--- src/rtl/wash_pkg.sv ---
// rtl/wash_pkg.sv - shared encodings for the wash phase timer
package wash_pkg;

   // Phase encodings as driven on phase_sel by the washing-machine FSM
   localparam logic [1:0] PH_SOAK  = 2'b00;
   localparam logic [1:0] PH_WASH  = 2'b01;
   localparam logic [1:0] PH_RINSE = 2'b10;
   localparam logic [1:0] PH_SPIN  = 2'b11;

   // Timer FSM state encodings
   localparam logic [2:0] ST_IDLE  = 3'd0;
   localparam logic [2:0] ST_LOAD  = 3'd1;
   localparam logic [2:0] ST_RUN   = 3'd2;
   localparam logic [2:0] ST_PAUSE = 3'd3;
   localparam logic [2:0] ST_DONE  = 3'd4;

   // Front panel is {mode1,mode2,mode3,mode4}; lowest-numbered mode wins, none -> 0
   function automatic logic [1:0] mode_idx_f(input logic [3:0] mode_sel);
      logic [1:0] idx;
      idx = 2'd0;
      if (mode_sel[3]) begin
         idx = 2'd0;
      end else if (mode_sel[2]) begin
         idx = 2'd1;
      end else if (mode_sel[1]) begin
         idx = 2'd2;
      end else if (mode_sel[0]) begin
         idx = 2'd3;
      end
      return idx;
   endfunction

endpackage

--- src/rtl/wash_tick_gen.sv ---
// rtl/wash_tick_gen.sv - prescaler producing one tick every TICK_DIV enabled cycles
module wash_tick_gen
   import wash_pkg::*;
#(
   parameter int unsigned TICK_DIV = 1000
) (
   input  logic clk,
   input  logic rst_n,
   input  logic en,
   input  logic clr,
   output logic tick
);

   localparam int unsigned   CNT_W    = $clog2(TICK_DIV);
   localparam logic [CNT_W-1:0] CNT_LAST = CNT_W'(TICK_DIV - 1);

   logic [CNT_W-1:0] cnt_q;
   logic [CNT_W-1:0] cnt_d;

   // Tick only on a counting cycle, so a held prescaler never fires
   assign tick = en && (cnt_q == CNT_LAST);

   // Next count: clear wins, otherwise advance and wrap while enabled, else hold
   always_comb begin
      cnt_d = cnt_q;
      if (clr) begin
         cnt_d = '0;
      end else if (en) begin
         cnt_d = tick ? '0 : cnt_q + 1'b1;
      end
   end

   // Prescaler register
   always_ff @(posedge clk or negedge rst_n) begin
      if (!rst_n) begin
         cnt_q <= '0;
      end else begin
         cnt_q <= cnt_d;
      end
   end

endmodule

--- src/rtl/wash_phase_timer.sv ---
// rtl/wash_phase_timer.sv - per-mode/per-phase duration timer beside the wash FSM
module wash_phase_timer
   import wash_pkg::*;
#(
   parameter int unsigned         DUR_W    = 8,
   parameter int unsigned         TICK_DIV = 1000,
   parameter logic [DUR_W-1:0]    DEF_DUR  = DUR_W'(4)
) (
   input  logic             clk,
   input  logic             rst_n,
   input  logic             timer_enable,
   input  logic [1:0]       phase_sel,
   input  logic [3:0]       mode_sel,
   input  logic             power_on,
   input  logic             lid,
   input  logic             cancel,
   input  logic             cfg_we,
   input  logic [3:0]       cfg_addr,
   input  logic [DUR_W-1:0] cfg_wdata,
   output logic             timer_done,
   output logic [DUR_W-1:0] remaining,
   output logic             busy,
   output logic             paused
);

   logic [2:0]       state_q, state_d;
   logic [DUR_W-1:0] rem_q, rem_d;
   logic [1:0]       phase_q, phase_d;
   logic             done_q, done_d;
   logic [DUR_W-1:0] dur_tbl_q [16];

   logic             abort;
   logic             counting;
   logic             phase_moved;
   logic             pause_req;
   logic             presc_en;
   logic             presc_clr;
   logic             tick;
   logic [3:0]       rd_addr;
   logic [DUR_W-1:0] load_val;

   // Entry selected by the current panel mode and FSM phase; read before any same-cycle write lands
   assign rd_addr  = {mode_idx_f(mode_sel), phase_sel};
   assign load_val = dur_tbl_q[rd_addr];

   // Cancel and loss of enable both force IDLE from any non-idle state
   assign abort       = cancel || (!timer_enable && (state_q != ST_IDLE));
   assign counting    = (state_q == ST_RUN) || (state_q == ST_PAUSE);
   assign phase_moved = (phase_sel != phase_q);
   assign pause_req   = !power_on || lid;

   // Prescaler advances only in RUN/PAUSE when nothing of higher priority applies;
   // the resume edge out of PAUSE counts so no tick is lost or added
   assign presc_en  = counting && !abort && !phase_moved && !pause_req;
   assign presc_clr = abort || (state_q == ST_LOAD);

   wash_tick_gen #(
      .TICK_DIV (TICK_DIV)
   ) u_tick_gen (
      .clk   (clk),
      .rst_n (rst_n),
      .en    (presc_en),
      .clr   (presc_clr),
      .tick  (tick)
   );

   // Timer FSM and down-counter next state, priority: abort, phase change, pause, tick
   always_comb begin
      state_d = state_q;
      rem_d   = rem_q;
      phase_d = phase_q;
      done_d  = 1'b0;
      if (abort) begin
         state_d = ST_IDLE;
         rem_d   = '0;
      end else begin
         case (state_q)
            ST_IDLE: begin
               if (timer_enable) begin
                  state_d = ST_LOAD;
               end
            end
            ST_LOAD: begin
               rem_d   = load_val;
               phase_d = phase_sel;
               if (load_val == '0) begin
                  state_d = ST_DONE;
                  done_d  = 1'b1;
               end else begin
                  state_d = ST_RUN;
               end
            end
            ST_RUN, ST_PAUSE: begin
               if (phase_moved) begin
                  state_d = ST_LOAD;
               end else if (pause_req) begin
                  state_d = ST_PAUSE;
               end else begin
                  state_d = ST_RUN;
                  if (tick) begin
                     if (rem_q <= DUR_W'(1)) begin
                        rem_d   = '0;
                        state_d = ST_DONE;
                        done_d  = 1'b1;
                     end else begin
                        rem_d = rem_q - 1'b1;
                     end
                  end
               end
            end
            ST_DONE: begin
               rem_d = '0;
               if (phase_moved) begin
                  state_d = ST_LOAD;
               end
            end
            default: begin
               state_d = ST_IDLE;
               rem_d   = '0;
            end
         endcase
      end
   end

   // FSM, counter, latched phase and done pulse registers
   always_ff @(posedge clk or negedge rst_n) begin
      if (!rst_n) begin
         state_q <= ST_IDLE;
         rem_q   <= '0;
         phase_q <= PH_SOAK;
         done_q  <= 1'b0;
      end else begin
         state_q <= state_d;
         rem_q   <= rem_d;
         phase_q <= phase_d;
         done_q  <= done_d;
      end
   end

   // Duration table: writable in any state, reverts to DEF_DUR on reset
   always_ff @(posedge clk or negedge rst_n) begin
      if (!rst_n) begin
         for (int i = 0; i < 16; i++) begin
            dur_tbl_q[i] <= DEF_DUR;
         end
      end else if (cfg_we) begin
         dur_tbl_q[cfg_addr] <= cfg_wdata;
      end
   end

   assign timer_done = done_q;
   assign remaining  = rem_q;
   assign busy       = (state_q == ST_LOAD) || (state_q == ST_RUN) || (state_q == ST_PAUSE);
   assign paused     = (state_q == ST_PAUSE);

endmodule

--- config.mk ---
export PLATFORM = sky130hd
export DESIGN_NAME = wash_phase_timer
export DESIGN_NICKNAME = d
export VERILOG_FILES = /design/src/rtl/wash_pkg.sv /design/src/rtl/wash_tick_gen.sv /design/src/rtl/wash_phase_timer.sv
export SDC_FILE = /design/constraint.sdc
export NUM_CORES = 1
export LEC_CHECK = 0
export ABC_AREA = 0
export CAP_MARGIN = 40
export CORE_MARGIN = 4
export CORE_UTILIZATION = 35
export CTS_CLUSTER_SIZE = 16
export DETAILED_ROUTE_END_ITERATION = 6
export DONT_BUFFER_PORTS = 1
export PLACE_DENSITY = 0.48
export SKIP_CTS_REPAIR_TIMING = 1
export SLEW_MARGIN = 20
export SYNTH_ARGS = -nofsm -noshare
export SYNTH_HDL_FRONTEND = slang
export SYNTH_SLANG_ARGS = --single-unit
--- constraint.sdc ---
create_clock -name clk -period 3.1 [get_ports clk]
set_input_delay 0.775 -clock clk [delete_from_list [all_inputs] [get_ports clk]]
set_output_delay 0.775 -clock clk [all_outputs]
set_load 0.01 [all_outputs]
# Word level (Yosys, flattened, before mapping)
# Cells that the tools add are included.
# Widths: inputs -> output; s select.
classes:
  eq_ne: 12
  n_addsub: 2
  bitwise: 3
  n_lt_le_gt_ge: 4
  n_reduce_logical: 25
  mux: 35
ops:
  columns: ["operator", "count"]
  rows:
  - ["$bwmux 128", 1]
  - ["$mux 8", 8]
  - ["$bmux 8 s4", 1]
  - ["$demux 8 s4", 1]
  - ["$mux 10", 3]
  - ["$mux 3", 8]
  - ["$pmux 8 s3", 1]
  - ["$ne 3x3->1 const B", 4]
  - ["$pmux 3 s4", 1]
  - ["$add 10x1->10 const B", 1]
  - ["$eq 10x10->1 const B", 1]
  - ["$ge 5x5->1 const B", 2]
  - ["$not 4->5", 2]
  - ["$le 8x1->1 const B", 1]
  - ["$logic_not 8->1", 1]
  - ["$mux 2", 4]
  - ["$sub 8x1->8 const B", 1]
  - ["$eq 3x2->1 const B", 2]
  - ["$logic_and 1x1->1", 6]
  - ["$logic_or 1x1->1", 6]
  - ["$mux 1", 6]
  - ["$logic_not 1->1", 5]
  - ["$lt 5x1->1 const B", 1]
  - ["$reduce_and 2->1", 2]
  - ["other kinds (12)", 12]
word_totals:
  elab_cells: 102
  reg_bits: 152
  input_bits: 25
  out_inout_bits: 11

# Longest topological paths before layout
# Gate-level depths: netlist (run 1).
depth:
  ltp_word: 13
  ltp_mapped: 8
  mapped_depth_nobuf: 8

# Modules after synthesis
# From an unflattened synthesis (run 1), not the netlist that was laid out.
unflattened:
  hier_cells: 557
  hier_area_um2: 7552.2
modules_own_cells:
  columns: ["mod", "seq_area_each_um2", "cells_per_inst", "area_each_um2", "instances"]
  rows:
  - ["wash_phase_timer", 3573.4, 502, 7016.7, 1]
  - ["wash_tick_gen", 250.2, 55, 535.5, 1]

# Worst setup path before layout (run 1)
# Ideal clock, no wire load.
synth_timing:
  path_type: "input -> register"
  from: "in phase_sel[1]"
  to: "reg state_q[1]"
  t_required_ns: 2.980
  arrival_time_ns: 2.750
  stages: 8
  setup_ns: 0.120
  slack_ns: 0.229
  n_path_buf: 2
  path_cell_list: "clkbuf_1 > clkbuf_1 > mux4_1 > a22o_1 > a221o_1 > nor4_2 > a21oi_1 > a41o_1"
synth_between:
  elab_chain_cells: 10
  word_cells_on_any_way: 18
  cone_classes: "eq/ne: 2; mux: 9; bitwise: 1; reduce/logical: 6"
synth_rtl:
  columns: ["item", "line", "source"]
  rows:
  - ["start, declared", "wash_phase_timer.sv:12", "input logic [1:0] phase_sel,"]
  - ["branches (longest 10 deep; another with $bmux 8 s4)", null, null]
  - ["end signal, assigned", "wash_phase_timer.sv:133", "state_q <= state_d;"]
  - ["end, declared", "wash_phase_timer.sv:26", "logic [2:0] state_q, state_d;"]
# Several ways; the timed one is not identified. The select of a mux whose other input is x is not followed.
# A chain may end at the register's enable or synchronous reset.

# Worst setup path after layout (run 1)
layout_timing:
  from: "reg state_q[2]"
  to: "reg rem_q[7] (netlist: remaining[7])"
layout_between:
  elab_chain_cells: 10
  word_cells_on_any_way: 21
  cone_classes: "eq/ne: 7; mux: 2; reduce/logical: 12"
layout_rtl:
  columns: ["item", "line", "source"]
  rows:
  - ["$reduce_bool 3->1", "wash_phase_timer.sv:47", "assign abort = cancel || (!timer_enable && (state_q != ST_IDLE));"]
  - ["$logic_and 1x1->1", "wash_phase_timer.sv:47", null]
  - ["$logic_or 1x1->1", "wash_phase_timer.sv:47", null]
  - ["$logic_not 1->1", "wash_phase_timer.sv:54", "assign presc_en = counting && !abort && !phase_moved && !pause_req;"]
  - ["$logic_and 1x1->1 (3 in a row)", "wash_phase_timer.sv:54", null]
  - ["$logic_and 1x1->1", "wash_tick_gen.sv:21", "assign tick = en && (cnt_q == CNT_LAST);"]
  - ["$ne 3x2->1 (no source line)", null, null]
  - ["$reduce_and 4->1 (no source line)", null, null]
  - ["end signal, assigned", "wash_phase_timer.sv:134", "rem_q <= rem_d;"]
  - ["end, declared", "wash_phase_timer.sv:27", "logic [DUR_W-1:0] rem_q, rem_d;"]
# Parallel ways exist; a longest one is shown, timed or not.

==> results of run 1 <==
worst max-delay path, cell delays in order, from the launching register on:
cell	delay, ps
dfrtp_1	490
nand2b_4	210
or4b_1	600
nor4_4	450
nor4_2	190
o21bai_1	190
o2bb2ai_1	140
cells in the final DEF, fill, tap and decap left out, types with 4 or more instances in the layout:
cell type	netlist	layout
mux2_2	130	130
mux4_2	31	31
nor2_1	31	31
a21oi_1	14	14
nand2_1	25	25
nand3_1	4	4
a221o_1	8	8
clkinvlp_4	0	4
nor3_1	7	7
nor2b_1	6	6
inv_1	5	5
dfrtp_1	136	136
o21ai_1	14	14
or3_1	4	4
clkbuf_16	0	17
a32oi_1	4	4
dfstp_2	16	16
buf_4	1	15
a22o_1	8	8
xor2_1	7	7
nand2b_1	5	5
final cells by class:
cell class | count | area, µm²
clock inverter | 13 | 144
timing repair buffer | 15 | 113
tap | 270 | 338
fill | 1905 | 12200
multi-input combinational | 339 | 3310
inverter | 5 | 18.8
sequential | 152 | 3820
clock buffer | 19 | 443
registers in the layout, indices dropped and copies added (netlist names):
signal,cells
u_tick_gen.cnt_q,10
state_q,3
dur_tbl_q,128
timer_done,1
remaining,8
phase_q,2
logic make-up (layout without fill, tap and decap cells):
kind of cell / after synthesis / in the layout / share of synthesized area [%]
DFF: 152 / 152 / 52.4
and+or+nand+nor: 103 / 103 / 7.52
AOI/OAI and AO/OA: 62 / 62 / 6.28
xor gates and xnor gates: 9 / 9 / 1.08
muxes: 162 / 162 / 30.0
adders and majority gates: 3 / 3 / 0.515
buffers and inverters: 32 / 52 / 2.16
where the power goes:
part | switching (mW) | internal [mW]
sequential | 0.198 | 2.42
combinational | 0.285 | 0.552
clock | 0.845 | 1.21
worst min-delay path by stage:
stage	startpoint	endpoint	slack (ps)	cells after the start
after floorplan	u_tick_gen.cnt_q[5]	u_tick_gen.cnt_q[5]	460	1
after global placement	dur_tbl_q[91]	dur_tbl_q[91]	480	1
after detailed placement	rst_n	dur_tbl_q[116]	490	0
after CTS	rst_n	dur_tbl_q[112]	40	0
after global routing	rst_n	remaining[1]	40	0
final	rst_n	dur_tbl_q[96]	60	0
layer usage:
layer / part of all wire, % / up-vias / GRT usage, %
met3: 3.7 / 7 / 4.12
met2: 49 / 60 / 24.9
li1: - / 1964 / -
met1: 47 / 2269 / 20.0
met4: 0.68 / 0 / 2.70
met5: 0 / - / 0
==> impl_results.md, run 1 <==
* Core area at 20400 µm²
* Via count of the first global-routing pass at 4555
* Synth top area cells: dfrtp_1 (47%), mux2_2 (20%), mux4_2 (9.6%)
* First-pass GRT wire length at 27100 µm
* CP arrival at 2690 ps
* Least-Margin Pin Slew at 779 ps
* Starting Density at 35.8%
* Synthesized flop and latch total at 152
* RD Place Congestion at 0.842
* Main synth FF type: dfrtp_1
* Drt pass-1 iters at 4
* WL/cell at 20.8 µm
* Die Area at 23200 µm²
* Synth warn at 0
* Final Critical Period at 2420 ps
* Diodes inserted at 0
* # DRC at 0
* Die Height at 152 µm
* P per Cell Area at 674 nW/µm²
* Non-Filler Instances at 813
* CTS tree: yes
* FFs w/ async S/R, synth at 100%
* # setup viols final at 0
* Max-slew headroom at 47.6%
* Status: complete, no violations
* Skew-Pair Late Insertion Delay at 420 ps
* Clock transition at path regs at 70 ps
* Crit Path Max Fanout at 10
* Period utilization at 78.1%
* Crit path required time at 3370 ps
* Pwr Total at 5.52 mW
* Critical R2R Launch: state_q[2]
* CTS buffer count at 17
* Post-synth top area share at 46.7%
* Via count at 4300
* Total track usage at 15.0%
* RSZ-0062 raised after global routing: no
* Final Slew Violations at 0
* CP startpoint kind: register
* Slack of the critical path at 679 ps
* Critical path destination: remaining[7]
* Avg Inst Size Synth at 13.9 µm²
* Worst setup path start: state_q[2]
* Detailed-route wire length at 16900 µm
* Row cnt at 52
* Nets at 558
* Post-Syn Instances at 523
* Largest net degree at the start of global routing at 153
* Max Root-Sink Buffers at 2
* Count leader, synth: dfrtp_1
* Root Driver: clkbuf_16
* Worst-case clock skew at 8.55 ps
* Synthesized Nets at 551
* Area Overhead vs Synth at 12.3%
* # Max-Cap Violations at 0
* Grt total ovfl at 0
* Worst Hold Class: input pin to async pin
* Post-Place Cells at 781
* Maximum VDD drop at 0.377 mV
* Cells on worst reg2reg path at 6
* Initial antenna violation count at 0
* Post-layout util at 40.2%
* Vias/cell at 5.29
* Final ANT Viol Nets at 0
* Post-Syn Area at 7290 µm²
* Die X at 152 µm
* CP Capture Type: register
* Hold WS at 56.8 ps
* Sequential area share after synthesis at 52.4%
* # clock sinks at 152
* EDFF count, synth at 0
* Top post-synthesis cells by count: dfrtp_1 (136), mux2_2 (130), mux4_2 (31), nor2_1 (31), nand2_1 (25)
* DP Area at 7600 µm²
* Ports at 36
* Finished Cell Area at 8190 µm²
* Cell variety after synth at 54
* Reg2reg setup slack at 680 ps
* Final setup TNS at 0 ps
* CTS H-tree depth at 4
* Leakage at 3.36 nW
* Starting DRT DRC Count at 162
* Dpl hpwl at 11200 µm
* PortBufs at 0
* Critical path type: register to register
* Post-Place Worst Slack at 413 ps
* Max Clock Freq at 0.413 GHz
* Final hold violations at 0
* Area leader, netlist: dfrtp_1
* R2r endpoint: remaining[7]
* Layout cell share with drive strength beyond 1 at 42.5%
Power figures use the tool's default switching activity.
==> run 2, diff against run 1 <==
Clock period 3.1 ns to 2.3 ns, I/O delays scaled along.
==> impl_results.md, run 2 (same netlist as run 1, synthesis figures left out) <==
* Area Overhead vs Synth at 14.9% (was 12.3%)
* RD Place Congestion at 0.798 (was 0.842)
* Most frequent cells in the layout: dfrtp_1 (136), mux2_2 (130), nor2_1 (31), mux4_2 (31), buf_4 (30) (was dfrtp_1 (136), mux2_2 (130), nor2_1 (31), mux4_2 (31), nand2_1 (25))
* Post-Place Cells at 797 (was 781)
* # setup viols final at 0 (unchanged)
* PortBufs at 0 (unchanged)
* CP arrival at 2520 ps (was 2690 ps)
* Drt pass-1 iters at 5 (was 4)
* Critical R2R Launch: dur_tbl_q[5] (was state_q[2])
* Buffers plus inverters on the worst setup path at 0 (unchanged)
* P per Cell Area at 911 nW/µm² (was 674 nW/µm²)
* Final hold violations at 136 (was 0)
* Commonest non-fill, non-tap cell in the layout: dfrtp_1 (unchanged)
* Ports at 36 (unchanged)
* Die Area at 23200 µm² (unchanged)
* CTS buffer count at 17 (unchanged)
* Via count at 4430 (was 4300)
* Vias/cell at 5.34 (was 5.29)
* Detailed-route wire length at 16800 µm (was 16900 µm)
* Max-slew headroom at 47.3% (was 47.6%)
* Leakage at 3.46 nW (was 3.36 nW)
* RSZ-0062 raised after global routing: yes (was no)
* Largest net degree at the start of global routing at 153 (unchanged)
* Cells on worst reg2reg path at 6 (unchanged)
* Critical path type: register to register (unchanged)
* Period utilization at 96.3% (was 78.1%)
* First-pass GRT wire length at 27300 µm (was 27100 µm)
* Skew-Pair Late Insertion Delay at 420 ps (about the same)
* WL/cell at 20.3 µm (was 20.8 µm)
* Die Height at 152 µm (unchanged)
* R2r endpoint: state_q[1] (was remaining[7])
* Maximum VDD drop at 0.425 mV (was 0.377 mV)
* CP Capture Type: register (unchanged)
* # DRC at 0 (unchanged)
* Max FFs per register at 128 (unchanged)
* Internal at 5.80 mW (was 4.19 mW)
* Layout cell share with drive strength beyond 1 at 44.9% (was 42.5%)
* Row cnt at 52 (unchanged)
* CP startpoint kind: register (unchanged)
* Worst setup path start: dur_tbl_q[5] (was state_q[2])
* Core area at 20400 µm² (unchanged)
* Reg2reg setup slack at 90 ps (was 680 ps)
* Finished Cell Area at 8380 µm² (was 8190 µm²)
* Grt total ovfl at 0 (unchanged)
* Worst Hold Class: input pin to async pin (unchanged)
* Final Slew Violations at 0 (unchanged)
* Dpl hpwl at 11300 µm (was 11200 µm)
* Final setup TNS at 0 ps (unchanged)
* Worst-case clock skew at 4.78 ps (was 8.55 ps)
* Max Clock Freq at 0.452 GHz (was 0.413 GHz)
* Clock power frac at 38.0% (was 37.3%)
* Top delay family on crit path: compound AO/OA/AOI/OAI gates (was simple AND/OR/NAND/NOR gates)
* Slowest CP cell: mux4_2 (was or4b_1)
* Largest stage delay on the critical path at 470 ps (was 600 ps)
* Crit-path cells: mux4_2, a22o_1, a221o_1, nor4_4, a21oi_1, a41o_1 (was nand2b_4, or4b_1, nor4_4, nor4_2, o21bai_1, o2bb2ai_1)
* Starting DRT DRC Count at 204 (was 162)
* Most flops, register: dur_tbl_q (unchanged)
* Die X at 152 µm (unchanged)
* # Max-Cap Violations at 0 (unchanged)
* Psw at 1.84 mW (was 1.33 mW)
* Hold WS at -148 ps (was 56.8 ps)
* Non-Filler Instances at 829 (was 813)
* Max Root-Sink Buffers at 2 (unchanged)
* Final ANT Viol Nets at 0 (unchanged)
* # clock sinks at 152 (unchanged)
* Final Critical Period at 2210 ps (was 2420 ps)
* CTS H-tree depth at 4 (unchanged)
* Crit Path Max Fanout at 2 (was 10)
* Clock transition at path regs at 60 ps (was 70 ps)
* Crit path required time at 2610 ps (was 3370 ps)
* Via count of the first global-routing pass at 4676 (was 4555)
* Initial antenna violation count at 0 (unchanged)
* CTS tree: yes (unchanged)
* DP Area at 7750 µm² (was 7600 µm²)
* Combinational power share at 15.7% (was 15.2%)
* Failing checks: hold timing
* Sequential power share at 46.3% (was 47.5%)
* Root Driver: clkbuf_16 (unchanged)
* Total track usage at 15.1% (was 15.0%)
* Starting Density at 35.8% (unchanged)
* Nets at 574 (was 558)
* Status: finished with violations (was complete, no violations)
* Post-layout util at 41.1% (was 40.2%)
* Least-Margin Pin Slew at 789 ps (was 779 ps)
* Diodes inserted at 0 (unchanged)
* Sw frac at 24.1% (about the same)
run 2: worst max path at each step:
stage,to,slack [ps],cells past startpoint
2_1_floorplan,state_q[1],-160,8
3_3_place_gp,state_q[1],-170,6
3_5_place_dp,state_q[1],-170,6
4_1_cts,state_q[1],40,6
5_1_grt,state_q[1],-1,6
6_report,state_q[1],90,6
run 2: layout make-up:
| type | count | area, µm² |
|---|---|---|
| clock buffer | 18 | 439 |
| clock inverter | 14 | 173 |
| fill | 1875 | 12000 |
| inverter | 5 | 18.8 |
| multi-input combinational | 339 | 3340 |
| sequential | 152 | 3820 |
| tap | 270 | 338 |
| timing repair buffer | 31 | 245 |
run 2: metal layers:
layer  GRT usage (%)  vias up  wire, µm
li1                -     2004         -
met1            19.8     2331      7670
met2            24.7       82      8270
met3            4.23       13       688
met4            4.20        0       178
met5               0        -         0
run 2: worst register-to-register path: cells and delay by family (launching register included):
family | cells | cell delay [ps]
and+or+nand+nor | 1 | 320
muxes | 1 | 470
AOI/OAI and AO/OA | 4 | 930
DFF | 1 | 390
run 2: per-stage QoR:
step | setup WS, ps | hold WS [ps] | power [mW]
after floorplan | -163 | 279 | 4.50
after global placement | -170 | 290 | 4.73
after detailed placement | -170 | 286 | 4.79
after CTS | 43.7 | -170 | 7.71
after global routing | -1.12 | -181 | 8.02
final | 86.2 | -148 | 7.64
run 2: power by group through the flow:
stage | combinational (mW) | sequential, mW | clock [mW]
global route | 1.30 | 3.60 | 3.12
detailed placement | 1.20 | 3.59 | 0
finish | 1.20 | 3.54 | 2.90
floorplan | 1.02 | 3.48 | 0
CTS | 1.20 | 3.54 | 2.97
global placement | 1.17 | 3.56 | 0
==> run 3, diff against run 2 <==
Clock period 2.3 ns to 2.8 ns, I/O delays scaled along.
==> impl_results.md, run 3 (same netlist as run 1, synthesis figures left out) <==
* Starting Density at 35.8% (unchanged)
* Slowest CP cell: or4b_1 (was mux4_2)
* Diodes inserted at 0 (unchanged)
* Area Overhead vs Synth at 13.3% (was 14.9%)
* # setup viols final at 0 (unchanged)
* P per Cell Area at 747 nW/µm² (was 911 nW/µm²)
* Status: finished with violations (unchanged)
* Max-slew headroom at 50.6% (was 47.3%)
* Top sig layer: met4 (unchanged)
* Largest stage delay on the critical path at 600 ps (was 470 ps)
* WL/cell at 21.1 µm (was 20.3 µm)
* Row cnt at 52 (unchanged)
* Final Slew Violations at 0 (unchanged)
* Critical path type: register to register (unchanged)
* Initial antenna violation count at 0 (unchanged)
* Number of fill cells at 1854 (was 1875)
* Metal2 WL at 8450 µm (was 8270 µm)
* Skew-Pair Late Insertion Delay at 420 ps (about the same)
* Core area at 20400 µm² (unchanged)
* Most flops, register: dur_tbl_q (unchanged)
* Via count of the first global-routing pass at 4580 (was 4676)
* Final Critical Period at 2350 ps (was 2210 ps)
* Dpl hpwl at 11600 µm (was 11300 µm)
* # DRC at 0 (unchanged)
* Die X at 152 µm (unchanged)
* Final ANT Viol Nets at 0 (unchanged)
* Max FFs per register at 128 (unchanged)
* Crit-path cells: nand2b_4, or4b_1, nor4_4, nor4_2, o21bai_1, o2bb2ai_1 (was mux4_2, a22o_1, a221o_1, nor4_4, a21oi_1, a41o_1)
* First-pass GRT wire length at 27700 µm (was 27300 µm)
* Largest net degree at the start of global routing at 153 (unchanged)
* Clock transition at path regs at 60 ps (about the same)
* Max Clock Freq at 0.426 GHz (was 0.452 GHz)
* # Max-Cap Violations at 0 (unchanged)
* Root Driver: clkbuf_16 (unchanged)
* Period utilization at 83.8% (was 96.3%)
* Drt pass-1 iters at 4 (was 5)
* Non-Filler Instances at 822 (was 829)
* Worst Hold Class: input pin to async pin (unchanged)
* Most frequent cells in the layout: dfrtp_1 (136), mux2_2 (130), nor2_1 (31), mux4_2 (31), nand2_1 (25) (was dfrtp_1 (136), mux2_2 (130), nor2_1 (31), mux4_2 (31), buf_4 (30))
* CP Capture Type: register (unchanged)
* Max Root-Sink Buffers at 2 (unchanged)
* Worst-case clock skew at 7.44 ps (was 4.78 ps)
* Crit path required time at 3080 ps (was 2610 ps)
* Hold WS at -21.2 ps (was -148 ps)
* M1 wire length at 7920 µm (was 7670 µm)
* Grt total ovfl at 0 (unchanged)
* CP arrival at 2630 ps (was 2520 ps)
* Die Area at 23200 µm² (unchanged)
* PortBufs at 0 (unchanged)
* Leakage at 3.40 nW (was 3.46 nW)
* Detailed-route wire length at 17300 µm (was 16800 µm)
* Vias/cell at 5.35 (was 5.34)
* Die Height at 152 µm (unchanged)
* Maximum VDD drop at 0.369 mV (was 0.425 mV)
* Commonest non-fill, non-tap cell in the layout: dfrtp_1 (unchanged)
* CTS H-tree depth at 4 (unchanged)
* Total track usage at 15.4% (was 15.1%)
* Nets at 567 (was 574)
* Layout cell share with drive strength beyond 1 at 43.1% (was 44.9%)
* Crit Path Max Fanout at 10 (was 2)
* CTS tree: yes (unchanged)
* Failing checks: hold timing (unchanged)
* RD Place Congestion at 0.806 (was 0.798)
* Starting DRT DRC Count at 199 (was 204)
* Via count at 4394 (was 4430)
* RSZ-0062 raised after global routing: no (was yes)
* CP startpoint kind: register (unchanged)
* Final hold violations at 31 (was 136)
* # clock sinks at 152 (unchanged)
* Met3 wire length at 817 µm (was 688 µm)
* Final setup TNS at 0 ps (unchanged)
* Ports at 36 (unchanged)
* Least-Margin Pin Slew at 735 ps (was 789 ps)
* Post-Place Cells at 790 (was 797)
* CTS buffer count at 17 (unchanged)
## run 3: changes by cell type in the layout (fill, tap and decap cells not counted), moves of 2 or more
cell / change
nor4_4: -2
clkinv_2: -2
nor4_2: +2
clkbuf_1: +3
clkbuf_8: +2
buf_4: -7
## run 3: worst max-delay path, delay by kind of cell, from the launching register on
family             cells  cell delay, ps
AOI/OAI and AO/OA      2             330
DFF                    1             490
and+or+nand+nor        4            1400
## run 3: layout make-up
cell class / count / area (µm²) / area share, %
flip-flops and latches: 152 / 3820 / 46.3
multi-input cells: 339 / 3310 / 40.1
clock buffers: 23 / 478 / 5.78
well taps: 270 / 338 / 4.09
repair buffers: 24 / 178 / 2.15
clock inverters: 9 / 116 / 1.41
inverters: 5 / 18.8 / 0.227
## run 3: per-stage QoR
step	utilization (%)	area [µm²]	hold slack, ps	worst slack [ps]	power (mW)
after floorplan	-	7290	404	4.35	3.69
after global placement	37.6	7660	411	181	3.88
after detailed placement	37.7	7670	412	156	3.92
after CTS	40.6	8260	-44.0	439	6.25
after global routing	40.6	8260	-47.4	312	6.46
final	40.6	8260	-21.2	453	6.18
## run 3: final timing paths
check                                   start             end  slack (ps)  cells after the start
max in group asynchronous               rst_n   dur_tbl_q[58]        2450                      0
min in group clk                       cancel      state_q[0]         350                      1
worst min register to register  dur_tbl_q[91]   dur_tbl_q[91]         500                      1
worst max-delay path               state_q[2]    remaining[7]         450                      6
worst max register to register     state_q[2]    remaining[7]         450                      6
worst min-delay path                    rst_n  dur_tbl_q[100]         -20                      0
## run 3: layer usage
layer	GRT usage, %	up-vias
met1	21.0	2304
li1	-	1984
met3	4.20	12
met2	25.0	94
met4	3.25	0
met5	0	-
## run 3: power by group
part | switching, mW | internal, mW | total [mW] | leakage [nW]
combinational | 0.350 | 0.617 | 0.967 | 1.26
sequential | 0.216 | 2.68 | 2.90 | 1.87
clock | 0.920 | 1.39 | 2.31 | 0.276
total | 1.49 | 4.69 | 6.18 | 3.40
